[config.mk]
export PLATFORM = sky130hd
export DESIGN_NAME = spi_sync_fifo_v2_flat
export DESIGN_NICKNAME = d
export VERILOG_FILES = /design/src/rtl/spi_sync_fifo_v2_if.sv /design/src/rtl/spi_sync_fifo_v2.sv /design/src/flat_wrapper.sv
export SDC_FILE = /design/constraint.sdc
export NUM_CORES = 1
export LEC_CHECK = 0
export BUFFER_PORTS_ARGS = -buffer_cell sky130_fd_sc_hd__buf_2
export CAP_MARGIN = 20
export CORE_ASPECT_RATIO = 0.7
export CORE_MARGIN = 3
export CORE_UTILIZATION = 45
export DETAILED_ROUTE_END_ITERATION = 7
export GPL_ROUTABILITY_DRIVEN = 0
export RECOVER_POWER = 100
export SYNTH_ARGS = -nofsm -noshare
export SYNTH_HDL_FRONTEND = slang
export SYNTH_SLANG_ARGS = --single-unit
[constraint.sdc]
create_clock -name clk -period 5.3 [get_ports clk]
set_input_delay 0.795 -clock clk [delete_from_list [all_inputs] [get_ports clk]]
set_output_delay 0.795 -clock clk [all_outputs]
set_load 0.1 [all_outputs]
[src/rtl/spi_sync_fifo_v2_if.sv]
// spi_sync_fifo_v2_if: request/status bundle between the bus side (master)
// and the FIFO (slave).
//
// Handshake: wen/ren are single-cycle requests sampled on the rising edge.
// A read is taken when ren=1 and the FIFO is not empty. A write is taken
// when wen=1 and either the FIFO is not full or a read is taken on the same
// edge. A request that is not taken raises the sticky ovf or udf flag. There
// is no back-pressure beyond full/empty, which the master must observe.
interface spi_sync_fifo_v2_if #(
  parameter int DWID   = 8,
  parameter int DDEPTH = 64
);
  localparam int CNTWID = $clog2(DDEPTH);

  logic              fifoen;
  logic              flush;
  logic              wen;
  logic [DWID-1:0]   wdata;
  logic              ren;
  logic [DWID-1:0]   rdata;
  logic              full;
  logic              empty;
  logic              halfway;
  logic              about_full;
  logic              about_empty;
  logic [CNTWID:0]   count;
  logic [CNTWID:0]   afull_lvl;
  logic [CNTWID:0]   aempty_lvl;
  logic              ovf;
  logic              udf;
  logic              clr_err;

  modport master (
    output fifoen, flush, wen, wdata, ren, afull_lvl, aempty_lvl, clr_err,
    input  rdata, full, empty, halfway, about_full, about_empty, count, ovf, udf
  );

  modport slave (
    input  fifoen, flush, wen, wdata, ren, afull_lvl, aempty_lvl, clr_err,
    output rdata, full, empty, halfway, about_full, about_empty, count, ovf, udf
  );
endinterface

[src/rtl/spi_sync_fifo_v2.sv]
// spi_sync_fifo_v2: first-word-fall-through synchronous FIFO for the QSPI
// TX/RX paths, with a single-register bypass mode (fifoen=0), occupancy
// count, sticky ovf/udf flags and synchronous flush.
// Optional build macro SPI_FIFO_WATERMARK_EN selects programmable
// almost-full/almost-empty thresholds (afull_lvl/aempty_lvl); without it the
// thresholds are fixed at DDEPTH-1 and 1.
module spi_sync_fifo_v2 #(
  parameter int DWID   = 8,
  parameter int DDEPTH = 64
) (
  input  logic               clk,
  input  logic               rst,
  spi_sync_fifo_v2_if.slave  bus
);
  localparam int CNTWID = $clog2(DDEPTH);
  localparam logic [CNTWID:0] DEPTH_C = (CNTWID+1)'(DDEPTH);
  localparam logic [CNTWID:0] HALF_C  = (CNTWID+1)'(DDEPTH/2);
  localparam logic [CNTWID:0] AFULL_C = (CNTWID+1)'(DDEPTH-1);
  localparam logic [CNTWID:0] ONE_C   = (CNTWID+1)'(1);
  localparam logic [CNTWID:0] ZERO_C  = '0;

  logic [DWID-1:0] mem [DDEPTH];

  logic [CNTWID:0] wptr_q, wptr_d;
  logic [CNTWID:0] rptr_q, rptr_d;
  logic [CNTWID:0] count_q, count_d;
  logic [DWID-1:0] hold_q, hold_d;
  logic            full_q, full_d;
  logic            empty_q, empty_d;
  logic            ovf_q, ovf_d;
  logic            udf_q, udf_d;
  logic            fifoen_q, fifoen_d;

  logic            clear;
  logic            rd_acc;
  logic            wr_acc;
  logic [CNTWID:0] wr_inc;
  logic [CNTWID:0] rd_dec;

  // Wrap bits and the threshold ports are not needed in every build.
  logic unused_bits;
  assign unused_bits = ^{wptr_q[CNTWID], rptr_q[CNTWID], bus.afull_lvl, bus.aempty_lvl};

  // Next-state: accept rules, pointer/count update, sticky error flags.
  always_comb begin
    // Flush and a mode change both discard contents and suppress requests.
    clear    = bus.flush | (bus.fifoen != fifoen_q);
    rd_acc   = bus.ren & ~empty_q & ~clear;
    wr_acc   = bus.wen & (~full_q | rd_acc) & ~clear;
    wr_inc   = {{CNTWID{1'b0}}, wr_acc};
    rd_dec   = {{CNTWID{1'b0}}, rd_acc};
    fifoen_d = bus.fifoen;
    wptr_d   = wptr_q;
    rptr_d   = rptr_q;
    hold_d   = hold_q;
    count_d  = count_q;
    if (clear) begin
      wptr_d  = '0;
      rptr_d  = '0;
      hold_d  = '0;
      count_d = '0;
    end else begin
      if (wr_acc && fifoen_q)  wptr_d = wptr_q + ONE_C;
      if (rd_acc && fifoen_q)  rptr_d = rptr_q + ONE_C;
      if (wr_acc && !fifoen_q) hold_d = bus.wdata;
      count_d = count_q + wr_inc - rd_dec;
    end
    full_d  = bus.fifoen ? (count_d == DEPTH_C) : (count_d == ONE_C);
    empty_d = (count_d == ZERO_C);
    // A new error in the clr_err cycle wins over the clear.
    ovf_d = (ovf_q & ~bus.clr_err) | (bus.wen & ~wr_acc & ~clear);
    udf_d = (udf_q & ~bus.clr_err) | (bus.ren & ~rd_acc & ~clear);
  end

  // Control state registers with synchronous reset.
  always_ff @(posedge clk) begin
    if (rst) begin
      wptr_q   <= '0;
      rptr_q   <= '0;
      count_q  <= '0;
      hold_q   <= '0;
      full_q   <= 1'b0;
      empty_q  <= 1'b1;
      ovf_q    <= 1'b0;
      udf_q    <= 1'b0;
      fifoen_q <= bus.fifoen;
    end else begin
      wptr_q   <= wptr_d;
      rptr_q   <= rptr_d;
      count_q  <= count_d;
      hold_q   <= hold_d;
      full_q   <= full_d;
      empty_q  <= empty_d;
      ovf_q    <= ovf_d;
      udf_q    <= udf_d;
      fifoen_q <= fifoen_d;
    end
  end

  // Storage write port; the array itself is never reset.
  always_ff @(posedge clk) begin
    if (!rst && wr_acc && fifoen_q) begin
      mem[wptr_q[CNTWID-1:0]] <= bus.wdata;
    end
  end

  // Output decode from registered state (asynchronous read of the head).
  always_comb begin
    bus.full  = full_q;
    bus.empty = empty_q;
    bus.count = count_q;
    bus.ovf   = ovf_q;
    bus.udf   = udf_q;
    if (empty_q)       bus.rdata = '0;
    else if (fifoen_q) bus.rdata = mem[rptr_q[CNTWID-1:0]];
    else               bus.rdata = hold_q;
    if (fifoen_q) begin
      bus.halfway = (count_q >= HALF_C);
`ifdef SPI_FIFO_WATERMARK_EN
      bus.about_full  = (count_q >= bus.afull_lvl);
      bus.about_empty = (count_q <= bus.aempty_lvl);
`else
      bus.about_full  = (count_q >= AFULL_C);
      bus.about_empty = (count_q <= ONE_C);
`endif
    end else begin
      bus.halfway     = full_q;
      bus.about_full  = full_q;
      bus.about_empty = empty_q;
    end
  end
endmodule

[src/flat_wrapper.sv]
// flat-port wrapper written by rule: the top's interface ports become plain ports
module spi_sync_fifo_v2_flat 
#(
  parameter int DWID   = 8,
  parameter int DDEPTH = 64
)
  (clk, rst, bus_fifoen, bus_flush, bus_wen, bus_wdata, bus_ren, bus_afull_lvl, bus_aempty_lvl, bus_clr_err, bus_rdata, bus_full, bus_empty, bus_halfway, bus_about_full, bus_about_empty, bus_count, bus_ovf, bus_udf);
  spi_sync_fifo_v2_if #(.DWID(DWID), .DDEPTH(DDEPTH)) bus_i ();
  input  logic clk;
  input  logic rst;
  input wire logic [$bits(bus_i.fifoen)-1:0] bus_fifoen;
  input wire logic [$bits(bus_i.flush)-1:0] bus_flush;
  input wire logic [$bits(bus_i.wen)-1:0] bus_wen;
  input wire logic [$bits(bus_i.wdata)-1:0] bus_wdata;
  input wire logic [$bits(bus_i.ren)-1:0] bus_ren;
  input wire logic [$bits(bus_i.afull_lvl)-1:0] bus_afull_lvl;
  input wire logic [$bits(bus_i.aempty_lvl)-1:0] bus_aempty_lvl;
  input wire logic [$bits(bus_i.clr_err)-1:0] bus_clr_err;
  output wire logic [$bits(bus_i.rdata)-1:0] bus_rdata;
  output wire logic [$bits(bus_i.full)-1:0] bus_full;
  output wire logic [$bits(bus_i.empty)-1:0] bus_empty;
  output wire logic [$bits(bus_i.halfway)-1:0] bus_halfway;
  output wire logic [$bits(bus_i.about_full)-1:0] bus_about_full;
  output wire logic [$bits(bus_i.about_empty)-1:0] bus_about_empty;
  output wire logic [$bits(bus_i.count)-1:0] bus_count;
  output wire logic [$bits(bus_i.ovf)-1:0] bus_ovf;
  output wire logic [$bits(bus_i.udf)-1:0] bus_udf;
  assign bus_i.fifoen = bus_fifoen;
  assign bus_i.flush = bus_flush;
  assign bus_i.wen = bus_wen;
  assign bus_i.wdata = bus_wdata;
  assign bus_i.ren = bus_ren;
  assign bus_i.afull_lvl = bus_afull_lvl;
  assign bus_i.aempty_lvl = bus_aempty_lvl;
  assign bus_i.clr_err = bus_clr_err;
  assign bus_rdata = bus_i.rdata;
  assign bus_full = bus_i.full;
  assign bus_empty = bus_i.empty;
  assign bus_halfway = bus_i.halfway;
  assign bus_about_full = bus_i.about_full;
  assign bus_about_empty = bus_i.about_empty;
  assign bus_count = bus_i.count;
  assign bus_ovf = bus_i.ovf;
  assign bus_udf = bus_i.udf;
  spi_sync_fifo_v2 #(.DWID(DWID), .DDEPTH(DDEPTH)) u_core (.clk(clk), .rst(rst), .bus(bus_i));
endmodule
# Word level (Yosys, flattened, before mapping)
# Memory sizes are Yosys's and may differ from the RTL's. A register that Yosys moved wholly into a read port is not among the register bits.
# Cells that the tools add are included.
# op_classes
order_cmp	3
n_mux	11
n_reduce_logical	9
n_addsub	4
bitwise	20
n_eq_ne	3
# ops
op	count
$mux W8	2
$add A7 B1 Y7 const B	2
$ge A7 B6 Y1 const B	2
$mux W6	2
$and A1 B1 Y1	10
$add A7 B1 Y7	1
$eq A7 B1 Y1 const B	1
$eq A7 B7 Y1 const B	1
$le A7 B1 Y1 const B	1
$logic_not A7 Y1	1
$mux W7	1
$sub A7 B1 Y7	1
$mux W1	6
$not A1 Y1	6
$logic_and A1 B1 Y1	5
$or A1 B1 Y1	4
$logic_not A1 Y1	2
$reduce_or A2 Y1	1
$ne A1 B1 Y1	1
# totals
inputBits	29
mem_count	1
out_inout_bits	22
regBits	34
mem_bits_rw	512
wordCells	60
# memory_table
name	words	word_bits	read_ports	rd_clocked_by_memory_dff	write_ports	line	source
u_core.mem	64	8	1	1	1	spi_sync_fifo_v2.sv:22	logic [DWID-1:0] mem [DDEPTH];

# Logic depth before layout (Yosys ltp)
# Gate-level depths: netlist of the first run.
# logic_depth
depth_word	12
mapped_depth	13

# Worst setup path before layout of the first run
# Ideal clock, no wire load.
# synth_timing
path_kind	register to output
from	register u_core.count_q[1], in the netlist u_core.bus.count[1]
to	output bus_about_empty
stages_incl_launch_ff	6
t_arrival_ns	3.362
n_path_buf	0
required_time_ns	4.505
path_slack_ns	1.143
cell_sequence	dfxtp_1 inv_1 ha_1 nand2_1 nand4_1 a31oi_1
# synth_via
elab_chain_len	2
# synth_lines
item	line	source
start: declaration	spi_sync_fifo_v2.sv:26	logic [CNTWID:0] count_q, count_d;
start signal: assignment	spi_sync_fifo_v2.sv:90	count_q <= count_d;
$le A7 B1 Y1	spi_sync_fifo_v2.sv:124	bus.about_empty = (count_q <= ONE_C);
$mux W1	spi_sync_fifo_v2.sv:117	if (fifoen_q) begin
end: declaration	flat_wrapper.sv:24	output wire logic [$bits(bus_i.about_empty)-1:0] bus_about_empty;
# No other way between the ends.

==> out/results.ini, run 1 <==
[critical_path]
cp.arrival_ns = 3.90
critPathKind = register to primary output
reg2reg_from = u_core.fifoen_q
worstReg2RegEnd = u_core.bus.full
crit_required_ns = 4.51
crit_fanout = 66
end_kind = primary output
rr_worst_depth = 12
r2r_setup_slack_ns = 1.43
worstSetupStartpointType = register

[logic_synthesis]
yosysMostFrequentCell = edfxtp_1
synth_async_sr_flop_share_pct = 0
ys.flop_type = edfxtp_1
yosys_warnings = 0
ys_top_cells_by_area = edfxtp_1 (70%), mux4_2 (6.5%), mux2i_1 (6.3%), dfxtp_1 (3.5%), a22oi_1 (2.2%)
syn-num-nets = 1323
synth.cell_area_mm2 = 0.0220
yosysSeqAreaShare_pct = 73.3
netlist_instances = 1272
synth_cell_types = 49
avgSynthCellArea_um2 = 17.3
synth_top_area_share_pct = 69.8
synth_area_leader_cell = edfxtp_1
ys_ff_latch = 550
synth_edf_count = 512
synth_common_cells = edfxtp_1 (512), mux2i_1 (138), nor2_1 (104)

[sta]
maxSlewHeadroom_pct = -121
postLayoutSetupSlackWorst_ns = 0.606
maxSlewViolCount = 488
hold_viol = 0
period_needed_ns = 4.69
max_freq_ghz = 0.213
rsz0062_at_grt = no
fin_tns_setup_ns = 0
clock_skew_ns = 0.0221
tightest_slew_ns = 3.31
fin_crit_sh_pct = 88.6
setup_viol = 0

[routing]
vias = 11400
drt-pass1-iter-count = 5
drtAntennaViolNets = 0
dr.first_iter.drc_count = 1042
drc = 0
viasPerCell = 5.68
drt_wl_total_mm = 50.0
wire_per_inst_um = 24.9

[placement]
dp_hpwl_mm = 30.5
dp_worst_setup_slack_ns = 1.28
io_buffer_count = 36

[global_route]
grt_pass1_wl_mm = 73.7
antenna_found_initial = 0
grt-ovfl-total = 0
grt.total_usage_pct = 19.3
grt_max_degree = 67
grt_pass1_vias = 11100

[clock_tree]
clk_pin_slew_ns = 0.07
h-tree-depth = 2
numCtsBuffers = 51
cts_hold_buffers = 0
clock-sinks = 550
cts_tree = done
insertion_delay_ns = 0.58
cts_setup_buffers = 0
root_buffer = clkbuf_16
clock_path_buffers = 3
cts.repair.resized = 0

[min_path]
hp-class = primary input to register
min_from = bus_fifoen
hold_depth = 1
min_to = u_core.fifoen_q

[floorplanning]
die_area_mm2 = 0.0517
core-area_mm2 = 0.0481
ioPinCount = 51
die-width_um = 270
rows = 67
die_y_um = 191
start_util_pct = 45.8

[pwr]
p_total_w = 0.00864
p_leak_nw = 7.40
vdd_drop_max_v = 0.000293
p_per_area_mw_per_mm2 = 352

[final_layout]
antennaDiodeCount = 0
nets = 1370
area_delta_synth_final_pct = 11.4
drive_gt1_share_pct = 13.0
fillerInstances = 3987

[run_status]
violations = capacitance limit, slew limit
outcome = finished, violations left

[flow_run]
drv_cap = 8

-- kinds of logic after synthesis --
group / share of synthesized area, %
multiplexers: 12.8
buffers and inverters: 2.43
XOR/XNOR: 0.597
flip-flops: 73.3
AND/OR/NAND/NOR: 5.24
adder cells (fa/ha/maj): 1.28
AO/OA/AOI/OAI: 4.34
-- per-layer routing --
| metal | GRT usage (%) | vias to the layer above | share of wire, % |
|---|---|---|---|
| met5 | 0 | - | 0 |
| met4 | 4.33 | 0 | 2.0 |
| met3 | 3.99 | 70 | 7.7 |
| met2 | 27.7 | 412 | 43 |
| met1 | 30.1 | 5861 | 47 |
| li1 | - | 5093 | - |
-- where the power goes --
part / internal, W / switching (W) / leakage, nW
registers: 0.00475 / 0.00000396 / 4.91
logic: 0.0000153 / 0.000106 / 1.67
clock network: 0.00220 / 0.00157 / 0.826
total: 0.00697 / 0.00168 / 7.40
-- layout make-up --
| class | count | area (µm²) | share of cell area [%] |
|---|---|---|---|
| multi-input cells | 610 | 5350 | 21.8 |
| repair buffers | 59 | 343 | 1.40 |
| clock buffers | 61 | 1310 | 5.36 |
| inverters | 47 | 176 | 0.719 |
| flip-flops and latches | 550 | 16100 | 65.8 |
| well taps | 655 | 820 | 3.34 |
| clock inverters | 31 | 380 | 1.55 |
-- cells in the final DEF (no fill, tap or decap), types with 9 or more instances in the layout --
cell type / n
edfxtp_1: 512
mux2i_1: 138
nor2_1: 104
mux4_2: 64
a22oi_1: 64
clkbuf_16: 51
inv_1: 47
clkbuf_1: 41
nand3_1: 37
dfxtp_1: 36
nor2b_1: 23
a21oi_1: 21
ha_1: 21
nand2_1: 20
a31oi_1: 15
o22ai_1: 14
buf_2: 13
xor2_1: 11
clkinv_1: 11
nand4_1: 10
buf_4: 10
nor3b_1: 9
bufinv_16: 9
-- worst max-delay path by stage --
stage,slack (ns),cells past startpoint,endpoint
2_1_floorplan,1.14,5,bus_about_empty
3_3_place_gp,1.30,13,u_core.bus.full
3_5_place_dp,1.28,13,u_core.bus.full
4_1_cts,0.88,6,bus_rdata[1]
5_1_grt,0.49,9,bus_rdata[7]
6_report,0.61,7,bus_rdata[1]
-- per-stage QoR --
| stage | utilization, % | cells | cell area (µm²) | hold WS [ns] |
|---|---|---|---|---|
| 6_report | 51.0 | 2013 | 24500 | 0.438 |
| 4_1_cts | 51.1 | 2012 | 24600 | 0.377 |
| 2_1_floorplan | - | 1272 | 22000 | 0.452 |
| 5_1_grt | 51.0 | 2013 | 24500 | 0.444 |
| 3_5_place_dp | 47.5 | 1920 | 22900 | 0.453 |
| 3_3_place_gp | 47.5 | 1919 | 22900 | 0.441 |
-- flip-flops by register name, summed over array words and instances (netlist names), named ones only --
name and count:
u_core.mem 512, u_core.hold_q 8, u_core.bus.count 7, u_core.rptr_q 6, u_core.wptr_q 6, u_core.bus.empty 1
u_core.bus.full 1, u_core.bus.ovf 1, u_core.bus.udf 1, u_core.fifoen_q 1
-- worst max-delay path: stages, from the launching register on --
cell and delay, ns:
dfxtp_4 0.72, buf_12 0.44, mux2i_1 0.15, a22oi_1 0.40, a31oi_1 0.26, nand3_1 0.17, a221o_1 0.17, clkbuf_1 0.90
Power figures use the tool's default switching activity.
==> run 2, diff against run 1 <==
- CELL_PAD_IN_SITES_DETAIL_PLACEMENT: not set -> 1
- CELL_PAD_IN_SITES_GLOBAL_PLACEMENT: not set -> 2
- CORE_UTILIZATION: 45 -> 48
- PLACE_DENSITY_LB_ADDON: not set -> 0.1
- clock period: 5.3 -> 5 ns (I/O delays scaled with it)
==> run 2 against run 1 <==
Against the previous run:
- the flow still finishes with violations (capacitance limit, slew limit)
- highest routed layer unchanged
- sequential power up 6.1%
- combinational power is 13% higher
- hold slack got worse by 0.028 ns
- first-iteration DRC count increased by 6.6%
- largest power group unchanged
- critical path depth stayed put
- clock power is essentially flat
==> out/results.ini, run 2 (synthesis results as in run 1) <==
[floorplanning]
ioPinCount = 51  ; unchanged
die_y_um = 185  ; -3.1%
die_area_mm2 = 0.0485  ; -6.1%
rows = 64  ; -4.5%
core-area_mm2 = 0.0445  ; -7.5%
start_util_pct = 49.5  ; +3.7 points
die-width_um = 262  ; -3.1%

[run_status]
outcome = finished, violations left
violations = capacitance limit, slew limit

[pwr]
p_int_w = 0.00720  ; +3.3%
p_leak_nw = 7.46  ; +0.81%
clock_power_share_pct = 42.3  ; -1.3 points
seqPwrFrac_pct = 56.1  ; +1.1 points
p_total_w = 0.00898  ; +3.9%
netSwitchingPower_w = 0.00178  ; +6.1%
p_per_area_mw_per_mm2 = 366  ; +4.0%
comb_power_share_pct = 1.5  ; about the same
switching_share_pct = 19.8  ; +0.41 points
vdd_drop_max_v = 0.000295  ; +0.64%

[critical_path]
crit_buf_inv = 2  ; unchanged
critPathKind = register to primary output
slowest_stage = dfxtp_4
r2r_setup_slack_ns = 1.11  ; -0.32 ns
reg2reg_from = u_core.bus.empty
max_stage_delay_ns = 0.77  ; -0.13 ns
worstSetupStartpointType = register
worstReg2RegEnd = u_core.bus.full
rr_worst_depth = 13  ; +1
end_kind = primary output
crit_required_ns = 4.25  ; -0.26 ns
critPathTopFamily = compound AO/OA/AOI/OAI gates
cp.arrival_ns = 3.88  ; -0.02 ns
crit_fanout = 30  ; -55%
crit_chain = buf_4 -> mux4_2 -> nor2b_1 -> a21oi_1 -> nand3_1 -> a221o_1 -> clkbuf_2

[flow_run]
drv_cap = 8  ; unchanged

[min_path]
hp-class = primary input to register
hold_depth = 1  ; unchanged
min_from = bus_fifoen
min_to = u_core.fifoen_q

[sta]
max_freq_ghz = 0.216
fin_tns_setup_ns = 0  ; unchanged
maxSlewViolCount = 528  ; +8.2%
maxSlewHeadroom_pct = -129  ; -8.0 points
fin_crit_sh_pct = 92.6
setup_viol = 0  ; unchanged
hold_viol = 0  ; unchanged
rsz0062_at_grt = no
period_needed_ns = 4.63
clock_skew_ns = 0.0157  ; -0.00638 ns
tightest_slew_ns = 3.43  ; +0.119 ns

[clock_tree]
clock-sinks = 550  ; unchanged
root_buffer = clkbuf_16
cts.repair.resized = 0  ; unchanged
clock_path_buffers = 3  ; unchanged
numCtsBuffers = 52  ; +2.0%
cts_tree = done
h-tree-depth = 2  ; unchanged
cts_setup_buffers = 0  ; unchanged
clk_pin_slew_ns = 0.06  ; about the same
cts_hold_buffers = 0  ; unchanged
insertion_delay_ns = 0.58  ; about the same

[routing]
drtAntennaViolNets = 0  ; unchanged
viasPerCell = 5.84  ; +2.8%
dr.first_iter.drc_count = 1111  ; +6.6%
drt_wl_total_mm = 53.5  ; +6.9%
drt-pass1-iter-count = 5  ; unchanged
vias = 11500  ; +0.56%
wire_per_inst_um = 27.2  ; +9.3%
drc = 0  ; unchanged

[global_route]
grt_pass1_wl_mm = 78.9  ; +7.1%
grt_max_degree = 66  ; -1.5%
grt_pass1_vias = 11700  ; +4.9%
grt-ovfl-total = 0  ; unchanged
grt.total_usage_pct = 22.5  ; +3.2 points
grt-busiest-layer = met1
grt_util_met1_pct = 35.8  ; +5.7 points
met2_usage_pct = 32.1  ; +4.4 points
met3_usage_pct = 3.90  ; -0.095 points
antenna_found_initial = 0  ; unchanged

[final_layout]
antennaDiodeCount = 0  ; unchanged
finish.utilization_pct = 55.0  ; +4.0 points
drive_gt1_share_pct = 14.1  ; +1.1 points
layout_common_cells = edfxtp_1 (512), mux2i_1 (138), nor2_1 (104), mux4_2 (64), a22oi_1 (64)
nets = 1384  ; +1.0%
area_delta_synth_final_pct = 11.2
layout_commonest_cell = edfxtp_1
largest_reg_flops = 512  ; unchanged
fillerInstances = 4045  ; +1.5%

[placement]
io_buffer_count = 36  ; unchanged
dp_hpwl_mm = 33.1  ; +8.4%

run 2: changes by cell type in the layout (fill, tap and decap cells not counted), sizes merged:
| cell | previous run | this run |
|---|---|---|
| buf | 28 | 37 |
| inv | 50 | 49 |
| bufinv | 9 | 4 |
| clkinvlp | 1 | 2 |
| clkinv | 18 | 25 |
| clkbuf | 92 | 98 |
run 2: worst register-to-register path: cells and delay by family, from the launching register on:
family          cells  cell delay (ns)
simple gates        4             0.99
compound gates      4             0.94
fa+ha+maj           3             0.91
buf+inv             2             0.61
flops               1             0.33
run 2: worst max path at each step:
stage / cells after the start / startpoint / end
2_1_floorplan: 5 / u_core.bus.count[1] / bus_about_empty
3_3_place_gp: 8 / register / bus_rdata[7]
3_5_place_dp: 8 / register / bus_rdata[7]
4_1_cts: 8 / register / bus_rdata[7]
5_1_grt: 8 / register / bus_rdata[3]
6_report: 7 / register / bus_rdata[6]
run 2: cell type report:
cell class	instances	area, µm²	area share [%]
sequential	550	16100	65.9
clock inverter	33	260	1.06
multi-input combinational	610	5350	21.8
inverter	47	176	0.720
clock buffer	63	1360	5.57
tap	594	743	3.03
timing repair buffer	72	459	1.87
run 2: stage by stage:
stage               cell area [µm²]  setup WS, ns  cells  hold WS, ns
global placement              22900         0.921   1871        0.448
floorplan                     22000         0.888   1272        0.452
detailed placement            22900         0.886   1871        0.463
CTS                           24500         0.274   1967        0.338
global route                  24500         0.163   1969        0.401
finish                        24500         0.370   1969        0.410
run 2: layer usage:
layer  up-vias  part of all wire [%]  wire length [µm]
met2       310                    43             23000
met1      6006                    49             26000
met3        72                   6.0              3240
met5         -                     0                 0
li1       5112                     -                 -
met4         0                   2.4              1270
run 2: power by group through the flow:
stage,Combinational [W],Clock [W],Sequential [W]
finish,0.000138,0.00380,0.00504
CTS,0.000142,0.00388,0.00503
global route,0.000151,0.00407,0.00504
detailed placement,0.000142,0,0.00513
global placement,0.000136,0,0.00513
floorplan,0.0000324,0,0.00513
==> run 3, diff against run 2 <==
- CORE_UTILIZATION: 48 -> 51
- CTS_CLUSTER_SIZE: not set -> 24
- clock period: 5 -> 5.82 ns (I/O delays scaled with it)
==> run 3 against run 2 <==
Against the previous run:
- the flow still finishes with violations (capacitance limit, slew limit)
- wire length grew 0.61%
- clock skew is 0.0033 ns higher
- first-iteration DRC count is 1.6% higher
- sequential power down 14%
- register-to-register slack better by 0.64 ns
- hold slack improved by 0.056 ns
- utilization grew 2.5 points
- critical path depth unchanged
- combinational power decreased by 18%
- count of clock-buffer cells in the layout shrank 1
- non-clock buffer count shrank 14
- final area fell by 0.23%
- critical path type unchanged
==> out/results.ini, run 3 (synthesis results as in run 1) <==
[placement]
dp_hpwl_mm = 32.8  ; -0.99%
io_buffer_count = 36  ; unchanged

[clock_tree]
clock-sinks = 550  ; unchanged
clk_pin_slew_ns = 0.06  ; about the same
root_buffer = clkbuf_16
cts_setup_buffers = 0  ; unchanged
h-tree-depth = 2  ; unchanged
cts.repair.resized = 0  ; unchanged
numCtsBuffers = 52  ; unchanged
cts_tree = done
insertion_delay_ns = 0.59  ; about the same
cts_hold_buffers = 0  ; unchanged
clock_path_buffers = 3  ; unchanged

[sta]
maxSlewViolCount = 528  ; unchanged
fin_tns_setup_ns = 0  ; unchanged
hold_viol = 0  ; unchanged
setup_viol = 0  ; unchanged
fin_crit_sh_pct = 88.8
rsz0062_at_grt = no
clock_skew_ns = 0.0190  ; +0.00332 ns
period_needed_ns = 5.17
max_freq_ghz = 0.193
tightest_slew_ns = 3.40  ; -0.0324 ns
maxSlewHeadroom_pct = -127  ; +2.2 points

[final_layout]
area_delta_synth_final_pct = 11.0
largest_reg_flops = 512  ; unchanged
layout_commonest_cell = edfxtp_1
antennaDiodeCount = 0  ; unchanged
layout_common_cells = edfxtp_1 (512), mux2i_1 (138), nor2_1 (104), mux4_2 (64), a22oi_1 (64)
nets = 1370  ; -1.0%
drive_gt1_share_pct = 13.7  ; -0.37 points
finish.utilization_pct = 57.5  ; +2.5 points

[critical_path]
worstReg2RegEnd = u_core.bus.full
r2r_setup_slack_ns = 1.75  ; +0.64 ns
critPathKind = register to primary output
cp.arrival_ns = 4.30  ; +0.42 ns
reg2reg_from = u_core.bus.empty
crit_required_ns = 4.95  ; +0.70 ns
end_kind = primary output
worstSetupStartpointType = register
rr_worst_depth = 11  ; -2
crit_fanout = 29  ; -3.3%

[global_route]
antenna_found_initial = 0  ; unchanged
grt_util_met1_pct = 37.9  ; +2.1 points
grt_pass1_wl_mm = 79.9  ; +1.4%
grt_pass1_vias = 12000  ; +2.8%
grt_max_degree = 66  ; unchanged
grt.total_usage_pct = 23.9  ; +1.4 points
met2_usage_pct = 35.4  ; +3.3 points
grt-ovfl-total = 0  ; unchanged
grt-busiest-layer = met1
met3_usage_pct = 3.23  ; -0.67 points

[pwr]
p_per_area_mw_per_mm2 = 323  ; -12%
vdd_drop_max_v = 0.000281  ; -4.5%
p_leak_nw = 7.44  ; -0.33%

[routing]
drc = 0  ; unchanged
dr.first_iter.drc_count = 1129  ; +1.6%
drt-pass1-iter-count = 5  ; unchanged
wire_per_inst_um = 28.1  ; +3.6%
drtAntennaViolNets = 0  ; unchanged
drt_wl_total_mm = 53.8  ; +0.61%
viasPerCell = 6.05  ; +3.6%
vias = 11600  ; +0.69%

[floorplanning]
ioPinCount = 51  ; unchanged
die-width_um = 254  ; -2.9%
start_util_pct = 51.8  ; +2.4 points
core-area_mm2 = 0.0425  ; -4.6%
die_area_mm2 = 0.0457  ; -5.7%
rows = 63  ; -1.6%
die_y_um = 180  ; -2.9%

[min_path]
min_from = u_core.bus.ovf
min_to = u_core.bus.ovf
hold_depth = 2  ; +1
hp-class = register to register

[run_status]
violations = capacitance limit, slew limit
outcome = finished, violations left

[flow_run]
drv_cap = 8  ; unchanged

==> run 3: cell count changes in the layout (fill, tap and decap cells not counted), moves of 2 or more <==
| cell | change |
|---|---|
| buf_4 | -6 |
| bufinv_16 | +3 |
| clkbuf_1 | -7 |
| clkbuf_2 | -2 |
| clkinv_1 | +2 |
| clkinv_2 | -4 |
==> run 3: worst max path at each step <==
stage | from | to | slack, ns | cells past startpoint
floorplan | u_core.bus.count[1] | bus_about_empty | 1.58 | 5
global placement | bus_ren | u_core.bus.full | 1.45 | 12
detailed placement | bus_ren | u_core.bus.full | 1.49 | 12
CTS | register | bus_rdata[6] | 1.06 | 6
global route | register | bus_rdata[3] | 0.45 | 6
finish | register | bus_rdata[0] | 0.65 | 7
==> run 3: final cells by class <==
class	count	area, µm²
clock buffers	62	1380
clock inverters	34	348
fillers	3746	18100
inverters	47	176
multi-input cells	610	5350
flip-flops and latches	550	16100
well taps	552	691
repair buffers	58	343
==> run 3: metrics by stage <==
step,hold WS [ns],total power (W),area (µm²),worst slack (ns),std cells
floorplan,0.452,0.00444,22000,1.58,1272
global placement,0.440,0.00452,22800,1.45,1816
detailed placement,0.456,0.00453,22800,1.49,1817
CTS,0.458,0.00796,24500,1.06,1913
global route,0.492,0.00813,24400,0.447,1913
finish,0.465,0.00790,24400,0.650,1913
==> run 3: layer usage <==
metal | part of all wire, % | up-vias | wire [µm]
met2 | 45 | 334 | 24300
met4 | 1.8 | 0 | 964
met1 | 47 | 6100 | 25500
li1 | - | 5075 | -
met3 | 5.8 | 70 | 3150
met5 | 0 | - | 0
==> run 3: worst max-delay path: stages, from the launching register on <==
cell and delay [ns]:
dfxtp_4 0.74, nor2b_1 1.19, buf_4 0.36, a22oi_1 0.13, a31oi_1 0.34, nand3_1 0.23, a221o_1 0.36, clkbuf_2 0.38
==> run 3: where the power goes <==
group | leakage [nW] | internal, W | switching (W) | total [W]
Sequential | 4.91 | 0.00433 | 0.00000443 | 0.00433
Clock | 0.843 | 0.00200 | 0.00146 | 0.00346
Combinational | 1.68 | 0.0000134 | 0.0000992 | 0.000113
Total | 7.44 | 0.00634 | 0.00156 | 0.00790
